==> src/rtl/ex_if.sv <==
// Decode-to-execute / execute-to-memory bundle for ex_stage.
// Optional macro FWD_PREV2_EN adds the prev2 forward-select inputs.
interface ex_if #(
    parameter int unsigned XLEN = 32,
    parameter int unsigned RA_W = 5
);
    logic            hold_in;
    logic            flush_in;
    logic [RA_W-1:0] rd_addr_in;
    logic [XLEN-1:0] rs1_in;
    logic [XLEN-1:0] rs2_in;
    logic [XLEN-1:0] imm_in;
    logic            alu_rs2_reg_in;
    logic            writeback_en_in;
    logic            writeback_from_mem_in;
    logic            add_en_in;
    logic            sub_en_in;
    logic            xor_en_in;
    logic            or_en_in;
    logic            and_en_in;
    logic            skip_instr_in;
    logic            rs1_take_prev1_in;
    logic            rs2_take_prev1_in;
`ifdef FWD_PREV2_EN
    logic            rs1_take_prev2_in;
    logic            rs2_take_prev2_in;
`endif
    logic [RA_W-1:0] rd_addr_out;
    logic [XLEN-1:0] alu_result_out;
    logic [XLEN-1:0] store_data_out;
    logic            writeback_en_out;
    logic            writeback_from_mem_out;
    logic            valid_out;
    logic            load_use_err_out;
    logic [31:0]     instr_count_out;

    modport master (
        output hold_in, flush_in, rd_addr_in, rs1_in, rs2_in, imm_in,
               alu_rs2_reg_in, writeback_en_in, writeback_from_mem_in,
               add_en_in, sub_en_in, xor_en_in, or_en_in, and_en_in,
               skip_instr_in, rs1_take_prev1_in, rs2_take_prev1_in,
`ifdef FWD_PREV2_EN
               rs1_take_prev2_in, rs2_take_prev2_in,
`endif
        input  rd_addr_out, alu_result_out, store_data_out, writeback_en_out,
               writeback_from_mem_out, valid_out, load_use_err_out, instr_count_out
    );

    modport slave (
        input  hold_in, flush_in, rd_addr_in, rs1_in, rs2_in, imm_in,
               alu_rs2_reg_in, writeback_en_in, writeback_from_mem_in,
               add_en_in, sub_en_in, xor_en_in, or_en_in, and_en_in,
               skip_instr_in, rs1_take_prev1_in, rs2_take_prev1_in,
`ifdef FWD_PREV2_EN
               rs1_take_prev2_in, rs2_take_prev2_in,
`endif
        output rd_addr_out, alu_result_out, store_data_out, writeback_en_out,
               writeback_from_mem_out, valid_out, load_use_err_out, instr_count_out
    );
endinterface

==> src/rtl/ex_stage.sv <==
// Execute stage: operand forwarding, 5-op ALU, EX/MEM register, retire counter.
// Optional macro FWD_PREV2_EN enables forwarding from the result two edges back.
module ex_stage #(
    parameter int unsigned XLEN = 32,
    parameter int unsigned RA_W = 5
) (
    input  logic clk,
    input  logic rst,
    ex_if.slave  bus
);
    localparam int unsigned CNT_W = 32;

    logic [RA_W-1:0]  r_rd_addr;
    logic [XLEN-1:0]  r_alu_result;
    logic [XLEN-1:0]  r_store_data;
    logic             r_wb_en;
    logic             r_wb_from_mem;
    logic             r_valid;
    logic             r_load_use_err;
    logic [CNT_W-1:0] r_instr_count;

    logic [XLEN-1:0]  w_op_a;
    logic [XLEN-1:0]  w_rs2_path;
    logic [XLEN-1:0]  w_op_b;
    logic [XLEN-1:0]  w_alu;
    logic             w_bubble;
    logic             w_load;
    logic             w_load_use;

`ifdef FWD_PREV2_EN
    logic [XLEN-1:0]  r_prev2;

    // Operand select; prev1 outranks prev2
    always_comb begin
        w_op_a     = bus.rs1_in;
        w_rs2_path = bus.rs2_in;
        if (bus.rs1_take_prev1_in)      w_op_a = r_alu_result;
        else if (bus.rs1_take_prev2_in) w_op_a = r_prev2;
        if (bus.rs2_take_prev1_in)      w_rs2_path = r_alu_result;
        else if (bus.rs2_take_prev2_in) w_rs2_path = r_prev2;
    end

    // prev2 shadows the EX/MEM result whenever the stage advances
    always_ff @(posedge clk) begin
        if (!rst)        r_prev2 <= '0;
        else if (w_load) r_prev2 <= r_alu_result;
    end
`else
    // Operand select from register file or prev1
    always_comb begin
        w_op_a     = bus.rs1_take_prev1_in ? r_alu_result : bus.rs1_in;
        w_rs2_path = bus.rs2_take_prev1_in ? r_alu_result : bus.rs2_in;
    end
`endif

    assign w_op_b     = bus.alu_rs2_reg_in ? w_rs2_path : bus.imm_in;
    assign w_bubble   = bus.skip_instr_in | bus.flush_in;
    assign w_load     = ~bus.hold_in | bus.flush_in;
    assign w_load_use = ~w_bubble & (bus.rs1_take_prev1_in | bus.rs2_take_prev1_in)
                        & r_wb_from_mem & r_valid;

    // Priority ALU: sub > add > xor > or > and, else 0
    always_comb begin
        w_alu = '0;
        if (bus.sub_en_in)      w_alu = w_op_a - w_op_b;
        else if (bus.add_en_in) w_alu = w_op_a + w_op_b;
        else if (bus.xor_en_in) w_alu = w_op_a ^ w_op_b;
        else if (bus.or_en_in)  w_alu = w_op_a | w_op_b;
        else if (bus.and_en_in) w_alu = w_op_a & w_op_b;
    end

    // EX/MEM register; bubbles keep the datapath values but drop control
    always_ff @(posedge clk) begin
        if (!rst) begin
            r_rd_addr      <= '0;
            r_alu_result   <= '0;
            r_store_data   <= '0;
            r_wb_en        <= 1'b0;
            r_wb_from_mem  <= 1'b0;
            r_valid        <= 1'b0;
            r_load_use_err <= 1'b0;
            r_instr_count  <= '0;
        end else if (w_load) begin
            r_alu_result   <= w_alu;
            r_store_data   <= w_rs2_path;
            r_rd_addr      <= w_bubble ? '0 : bus.rd_addr_in;
            r_wb_en        <= ~w_bubble & bus.writeback_en_in;
            r_wb_from_mem  <= ~w_bubble & bus.writeback_from_mem_in;
            r_valid        <= ~w_bubble;
            r_load_use_err <= w_load_use;
            if (!w_bubble) r_instr_count <= r_instr_count + CNT_W'(1);
        end
    end

    assign bus.rd_addr_out            = r_rd_addr;
    assign bus.alu_result_out         = r_alu_result;
    assign bus.store_data_out         = r_store_data;
    assign bus.writeback_en_out       = r_wb_en;
    assign bus.writeback_from_mem_out = r_wb_from_mem;
    assign bus.valid_out              = r_valid;
    assign bus.load_use_err_out       = r_load_use_err;
    assign bus.instr_count_out        = r_instr_count;
endmodule

==> src/flat_wrapper.sv <==
// flat-port wrapper written by rule: the top's interface ports become plain ports
module ex_stage_flat 
#(
    parameter int unsigned XLEN = 32,
    parameter int unsigned RA_W = 5
)
  (clk, rst, bus_hold_in, bus_flush_in, bus_rd_addr_in, bus_rs1_in, bus_rs2_in, bus_imm_in, bus_alu_rs2_reg_in, bus_writeback_en_in, bus_writeback_from_mem_in, bus_add_en_in, bus_sub_en_in, bus_xor_en_in, bus_or_en_in, bus_and_en_in, bus_skip_instr_in, bus_rs1_take_prev1_in, bus_rs2_take_prev1_in, bus_rd_addr_out, bus_alu_result_out, bus_store_data_out, bus_writeback_en_out, bus_writeback_from_mem_out, bus_valid_out, bus_load_use_err_out, bus_instr_count_out);
  ex_if #(.XLEN(XLEN), .RA_W(RA_W)) bus_i ();
  input  logic clk;
  input  logic rst;
  input wire logic [$bits(bus_i.hold_in)-1:0] bus_hold_in;
  input wire logic [$bits(bus_i.flush_in)-1:0] bus_flush_in;
  input wire logic [$bits(bus_i.rd_addr_in)-1:0] bus_rd_addr_in;
  input wire logic [$bits(bus_i.rs1_in)-1:0] bus_rs1_in;
  input wire logic [$bits(bus_i.rs2_in)-1:0] bus_rs2_in;
  input wire logic [$bits(bus_i.imm_in)-1:0] bus_imm_in;
  input wire logic [$bits(bus_i.alu_rs2_reg_in)-1:0] bus_alu_rs2_reg_in;
  input wire logic [$bits(bus_i.writeback_en_in)-1:0] bus_writeback_en_in;
  input wire logic [$bits(bus_i.writeback_from_mem_in)-1:0] bus_writeback_from_mem_in;
  input wire logic [$bits(bus_i.add_en_in)-1:0] bus_add_en_in;
  input wire logic [$bits(bus_i.sub_en_in)-1:0] bus_sub_en_in;
  input wire logic [$bits(bus_i.xor_en_in)-1:0] bus_xor_en_in;
  input wire logic [$bits(bus_i.or_en_in)-1:0] bus_or_en_in;
  input wire logic [$bits(bus_i.and_en_in)-1:0] bus_and_en_in;
  input wire logic [$bits(bus_i.skip_instr_in)-1:0] bus_skip_instr_in;
  input wire logic [$bits(bus_i.rs1_take_prev1_in)-1:0] bus_rs1_take_prev1_in;
  input wire logic [$bits(bus_i.rs2_take_prev1_in)-1:0] bus_rs2_take_prev1_in;
  output wire logic [$bits(bus_i.rd_addr_out)-1:0] bus_rd_addr_out;
  output wire logic [$bits(bus_i.alu_result_out)-1:0] bus_alu_result_out;
  output wire logic [$bits(bus_i.store_data_out)-1:0] bus_store_data_out;
  output wire logic [$bits(bus_i.writeback_en_out)-1:0] bus_writeback_en_out;
  output wire logic [$bits(bus_i.writeback_from_mem_out)-1:0] bus_writeback_from_mem_out;
  output wire logic [$bits(bus_i.valid_out)-1:0] bus_valid_out;
  output wire logic [$bits(bus_i.load_use_err_out)-1:0] bus_load_use_err_out;
  output wire logic [$bits(bus_i.instr_count_out)-1:0] bus_instr_count_out;
  assign bus_i.hold_in = bus_hold_in;
  assign bus_i.flush_in = bus_flush_in;
  assign bus_i.rd_addr_in = bus_rd_addr_in;
  assign bus_i.rs1_in = bus_rs1_in;
  assign bus_i.rs2_in = bus_rs2_in;
  assign bus_i.imm_in = bus_imm_in;
  assign bus_i.alu_rs2_reg_in = bus_alu_rs2_reg_in;
  assign bus_i.writeback_en_in = bus_writeback_en_in;
  assign bus_i.writeback_from_mem_in = bus_writeback_from_mem_in;
  assign bus_i.add_en_in = bus_add_en_in;
  assign bus_i.sub_en_in = bus_sub_en_in;
  assign bus_i.xor_en_in = bus_xor_en_in;
  assign bus_i.or_en_in = bus_or_en_in;
  assign bus_i.and_en_in = bus_and_en_in;
  assign bus_i.skip_instr_in = bus_skip_instr_in;
  assign bus_i.rs1_take_prev1_in = bus_rs1_take_prev1_in;
  assign bus_i.rs2_take_prev1_in = bus_rs2_take_prev1_in;
  assign bus_rd_addr_out = bus_i.rd_addr_out;
  assign bus_alu_result_out = bus_i.alu_result_out;
  assign bus_store_data_out = bus_i.store_data_out;
  assign bus_writeback_en_out = bus_i.writeback_en_out;
  assign bus_writeback_from_mem_out = bus_i.writeback_from_mem_out;
  assign bus_valid_out = bus_i.valid_out;
  assign bus_load_use_err_out = bus_i.load_use_err_out;
  assign bus_instr_count_out = bus_i.instr_count_out;
  ex_stage #(.XLEN(XLEN), .RA_W(RA_W)) u_core (.clk(clk), .rst(rst), .bus(bus_i));
endmodule
==> config.mk <==
export PLATFORM = sky130hd
export DESIGN_NAME = ex_stage_flat
export DESIGN_NICKNAME = d
export VERILOG_FILES = /design/src/rtl/ex_if.sv /design/src/rtl/ex_stage.sv /design/src/flat_wrapper.sv
export SDC_FILE = /design/constraint.sdc
export NUM_CORES = 1
export LEC_CHECK = 0
export ABC_AREA = 1
export CORE_MARGIN = 1
export CORE_UTILIZATION = 60
export CTS_BUF_LIST = sky130_fd_sc_hd__clkbuf_8
export DETAILED_ROUTE_END_ITERATION = 12
export DONT_BUFFER_PORTS = 1
export PLACE_DENSITY = 0.76
export SETUP_SLACK_MARGIN = 0.3
export SYNTH_ARGS = -nofsm -noshare
export SYNTH_HDL_FRONTEND = slang
export SYNTH_SLANG_ARGS = --single-unit
==> constraint.sdc <==
create_clock -name clk -period 4.03 [get_ports clk]
set_input_delay 0.403 -clock clk [delete_from_list [all_inputs] [get_ports clk]]
set_output_delay 0.403 -clock clk [all_outputs]
set_load 0.05 [all_outputs]
# Yosys cells after proc, flatten, opt, wreduce, memory -nomap -nowiden
# Cells that the tools add are included.
# totals
regBits	105
inputBits	116
out_inout_bits	105
elab_cells	34
# classes
add_sub_neg	3
mux	9
bitwise_logic	13
reduce_logical	1
# op_table
operator	count
32-bit two-way mux	8
32-bit by 1-bit adder with 32-bit output (second input constant)	1
32-bit adder	1
32-bit AND	1
32-bit OR	1
32-bit subtractor	1
32-bit XOR	1
1-bit AND	5
5-bit two-way mux	1
1-bit OR	3
1-bit NOT	2
2-bit AND reduction	1

# Depth between registers and ports, before layout
# logic_depth
word_depth	8
ltp_mapped	23
depth_no_buf	21

# Least setup slack after synthesis
# No wires, ideal clock.
# synth_path
path_kind	input to register
from	input port bus_rs2_take_prev1_in
to	register u_core.r_alu_result[22], in the netlist u_core.bus.alu_result_out[22]
setup_ns	0.109
arrival_time_ns	2.798
required_time_ns	3.921
path_slack_ns	1.123
cell_stages	22
n_path_buf	2
cell_sequence	clkbuf_1 > inv_1 > clkbuf_1 > nand2_1 > nand2_1 > o21ai_0 > inv_1 > fa_1 > inv_1 > nand3_1 > nand2_1 > nand2_1 > nand2_1 > nand2_1 > nand2_1 > nand2_1 > nand2_1 > nand2_1 > nand3_1 > nand3_1 > nand2_1 > inv_1
# synth_via
elab_chain_cells	8
word_cells_on_any_way	12
classes_between	add/sub (2); mux (7); bitwise (3)
# synth_lines
element	line	text
from (decl)	flat_wrapper.sv:27	input wire logic [$bits(bus_i.rs2_take_prev1_in)-1:0] bus_rs2_take_prev1_in;
32-bit two-way mux (*)	ex_stage.sv:52	w_rs2_path = bus.rs2_take_prev1_in ? r_alu_result : bus.rs2_in;
32-bit two-way mux (*)	ex_stage.sv:56	assign w_op_b = bus.alu_rs2_reg_in ? w_rs2_path : bus.imm_in;
parallel branches: the longest is 5 deep, another holds 32-bit adder	--	
32-bit two-way mux (*)	ex_stage.sv:65	if (bus.sub_en_in) w_alu = w_op_a - w_op_b;
to (signal assigned)	ex_stage.sv:84	r_alu_result <= w_alu;
to (decl)	ex_stage.sv:14	logic [XLEN-1:0] r_alu_result;
# Every way passes the cells marked *.
# A chain may end at the register's enable or synchronous reset.

# Worst setup path after layout
# layout_path
from	input port bus_rs2_take_prev1_in
to	register u_core.r_alu_result[28], in the netlist u_core.bus.alu_result_out[28]
# Same word-level chain as after synthesis.

==> metrics <==
most used cell, CP=nand2_1; Syn. warnings=0; Synth area leader=dfxtp_1; Yosys reg bits=105; critical path type=input port to register; Fillers=1818; ranking of synthesized cells by area=dfxtp_1, nand2_1, ha_1; R2R setup slack=650 ps; number of synthesized flops with an enable pin=0; Die Span Y=140 um; Period Utilization, post-route=87.4%; initial antenna violation count=3; GRT Total Usage=~44%; Clock Skew=around 34 ps; sequential share of the synthesized area=18.3%; commonest cells in the netlist=nand2_1, inv_1, o21ai_0; antenna-violating nets left=0; clock latency on the worst-skew pair=430 ps; Initial DRC Count=1271; GPL Wtd Cong=1.02; cts hold-fix bufs=0; first-pass GRT wire length=67200 um; power density over cell area=355 nW/um2; GRT overflow=0; Critical Path End Type=register; total power=4.26 mW; area fraction in compound gates after synthesis=21.9%; vias in the first global route=12600; detailed-router iteration count before antenna repair=6; Avg Inst Size Synth=5.82 um2; Slew Viols, Final=0; minimum clock period=3520 ps; TritonCTS Buffers=9; Clock Tree Buf Depth=2; CTS tree=yes; Final setup viols=0; footprint of the multi-input gates=7900 um2; mux contribution to synthesized area=less than 1%; initial core utilization=61.3%; layout cells sized above 1=8.68%; Max Fclk=0.284 GHz; Nets=between 2000 and 2500; maximum vdd drop=0.000274 V; critical path's slowest cell=inv_1; clk slew on worst S/H paths=150 ps; Post-Synth Adder-Cell Area=10.8%; H-tree depth=3; Finished Core Util=64.2%; Yosys top cell area share=18.3%; WL per Instance=roughly 20 um; setup ws final=about 500 ps; drt total wl=43900 um; Place WS=252 ps; Max-Cap Viols=0; Min-Delay Path Class=input port to register; CP Buf/Inv Count=2; Clock Sinks=105; Synth Flop Type=dfxtp_1; library cells used by synthesis=48; P_leak=6.11 nW; Placed Instances=2166; largest family of logic cells by synthesized area=simple AND/OR/NAND/NOR gates; Register Area=2100 um2; CP top delay family=simple AND/OR/NAND/NOR gates; post-detail-place hpwl=34000 um; die footprint=19700 um2; DR DRC count=0; Syn-to-layout area delta=4.65%; Worst-Margin Slew=around 1000 ps; max_slew headroom=between 30% and 40%; CP Data Required Time=4330 ps; hold_ws=114 ps; Post-Synth Simple-Gate Area=about a third; XOR/XNOR Fraction of Synth Area=0.992%; ys async rst share=0%; crit-path max cell delay=610 ps; Root Driver=clkbuf_8; cells along the critical path=inv_1 -> nand2_1 -> nand2_1 -> o21ai_0 -> ha_1 -> inv_1 -> a21oi_1 -> nand2_1 -> nand2_1 -> nand2_1 -> nand2_1 -> nand2_1 -> nand2_1 -> nand3_1 -> nand2_1 -> nand3_1 -> nand2_1 -> a21oi_1; RSZ-0062 raised after global routing=no; Syn Nets=roughly 2200; most numerous cell in the Yosys netlist=nand2_1; Final Cell Area=about 12000 um2; Finished Layout Cells=roughly 2200; largest net degree at the start of global routing=85; Gates resized, CTS repair=0; postcts setup bufs=0; Setup TNS=0 ps; mapped cell area=11500 um2; Startpoint Class=input port; Placement Cell Area=11800 um2; io pins=221; Die X=about 140 um; via-per-instance ratio=~6; crit path max fanout=34; outcome=finished, final reports clean; core area=18700 um2; via count=around 13000; WP data arrival=3820 ps; synthesized netlist cell count=1970; Final Hold Viols=0; # port buffers=0; row count=50
-- logic make-up (layout without fill, tap and decap cells) --
family / Yosys count / after routing
other cells: 0 / 3
buf+inv: 381 / 359
compound gates: 465 / 465
mux: 1 / 1
simple gates: 907 / 907
fa+ha+maj: 98 / 98
xor+xnor: 13 / 13
flops: 105 / 105
-- per-layer routing --
layer,share of wire (%),GRT usage [%]
met4,7.5,31.8
met3,10,12.6
met2,46,72.9
met1,37,48.7
met5,0,0
-- path summary, 6_finish.rpt --
kind | cells past startpoint | from | end
max | 18 | bus_rs2_take_prev1_in | u_core.bus.alu_result_out[28]
min | 2 | rst | u_core.bus.alu_result_out[0]
max reg2reg | 20 | u_core.bus.alu_result_out[1] | u_core.bus.alu_result_out[26]
min reg2reg | 2 | u_core.bus.alu_result_out[9] | u_core.bus.store_data_out[9]
-- where the power goes --
group,switching (mW),internal (mW)
logic,1.55,0.670
clock network,0.485,0.258
registers,0.184,1.11
-- area by class of cell --
class | count | share of cell area [%]
clock buffers | 10 | 1.15
diodes | 3 | 0.0625
well taps | 234 | 2.44
multi-input cells | 1484 | 65.8
flip-flops and latches | 105 | 17.5
clock inverters | 6 | 0.511
repair buffers | 54 | 3.48
inverters | 289 | 9.09
-- cells in the final DEF (no fill, tap or decap), types with 5 or more instances in the layout --
master / count
nor2_4: 7
o22ai_1: 6
o21ai_1: 5
o211ai_1: 15
xor2_1: 13
dfxtp_1: 104
a31oi_1: 43
clkbuf_8: 10
o21bai_1: 10
buf_4: 53
o221ai_1: 10
ha_1: 97
nor4_1: 5
nand3_1: 96
nand2_1: 523
nand4_1: 14
a21oi_1: 134
nor2_1: 139
o21ai_0: 232
nor3_1: 30
inv_1: 284
or2_2: 64
-- flip-flops by register name (all words and copies together), names as in the netlist --
register	cells
u_core.bus.rd_addr_out	5
u_core.bus.writeback_from_mem_out	1
u_core.bus.store_data_out	32
u_core.bus.valid_out	1
u_core.bus.instr_count_out	32
u_core.bus.load_use_err_out	1
u_core.bus.writeback_en_out	1
u_core.bus.alu_result_out	32
Note: power is estimated with default switching activity, not from simulation.
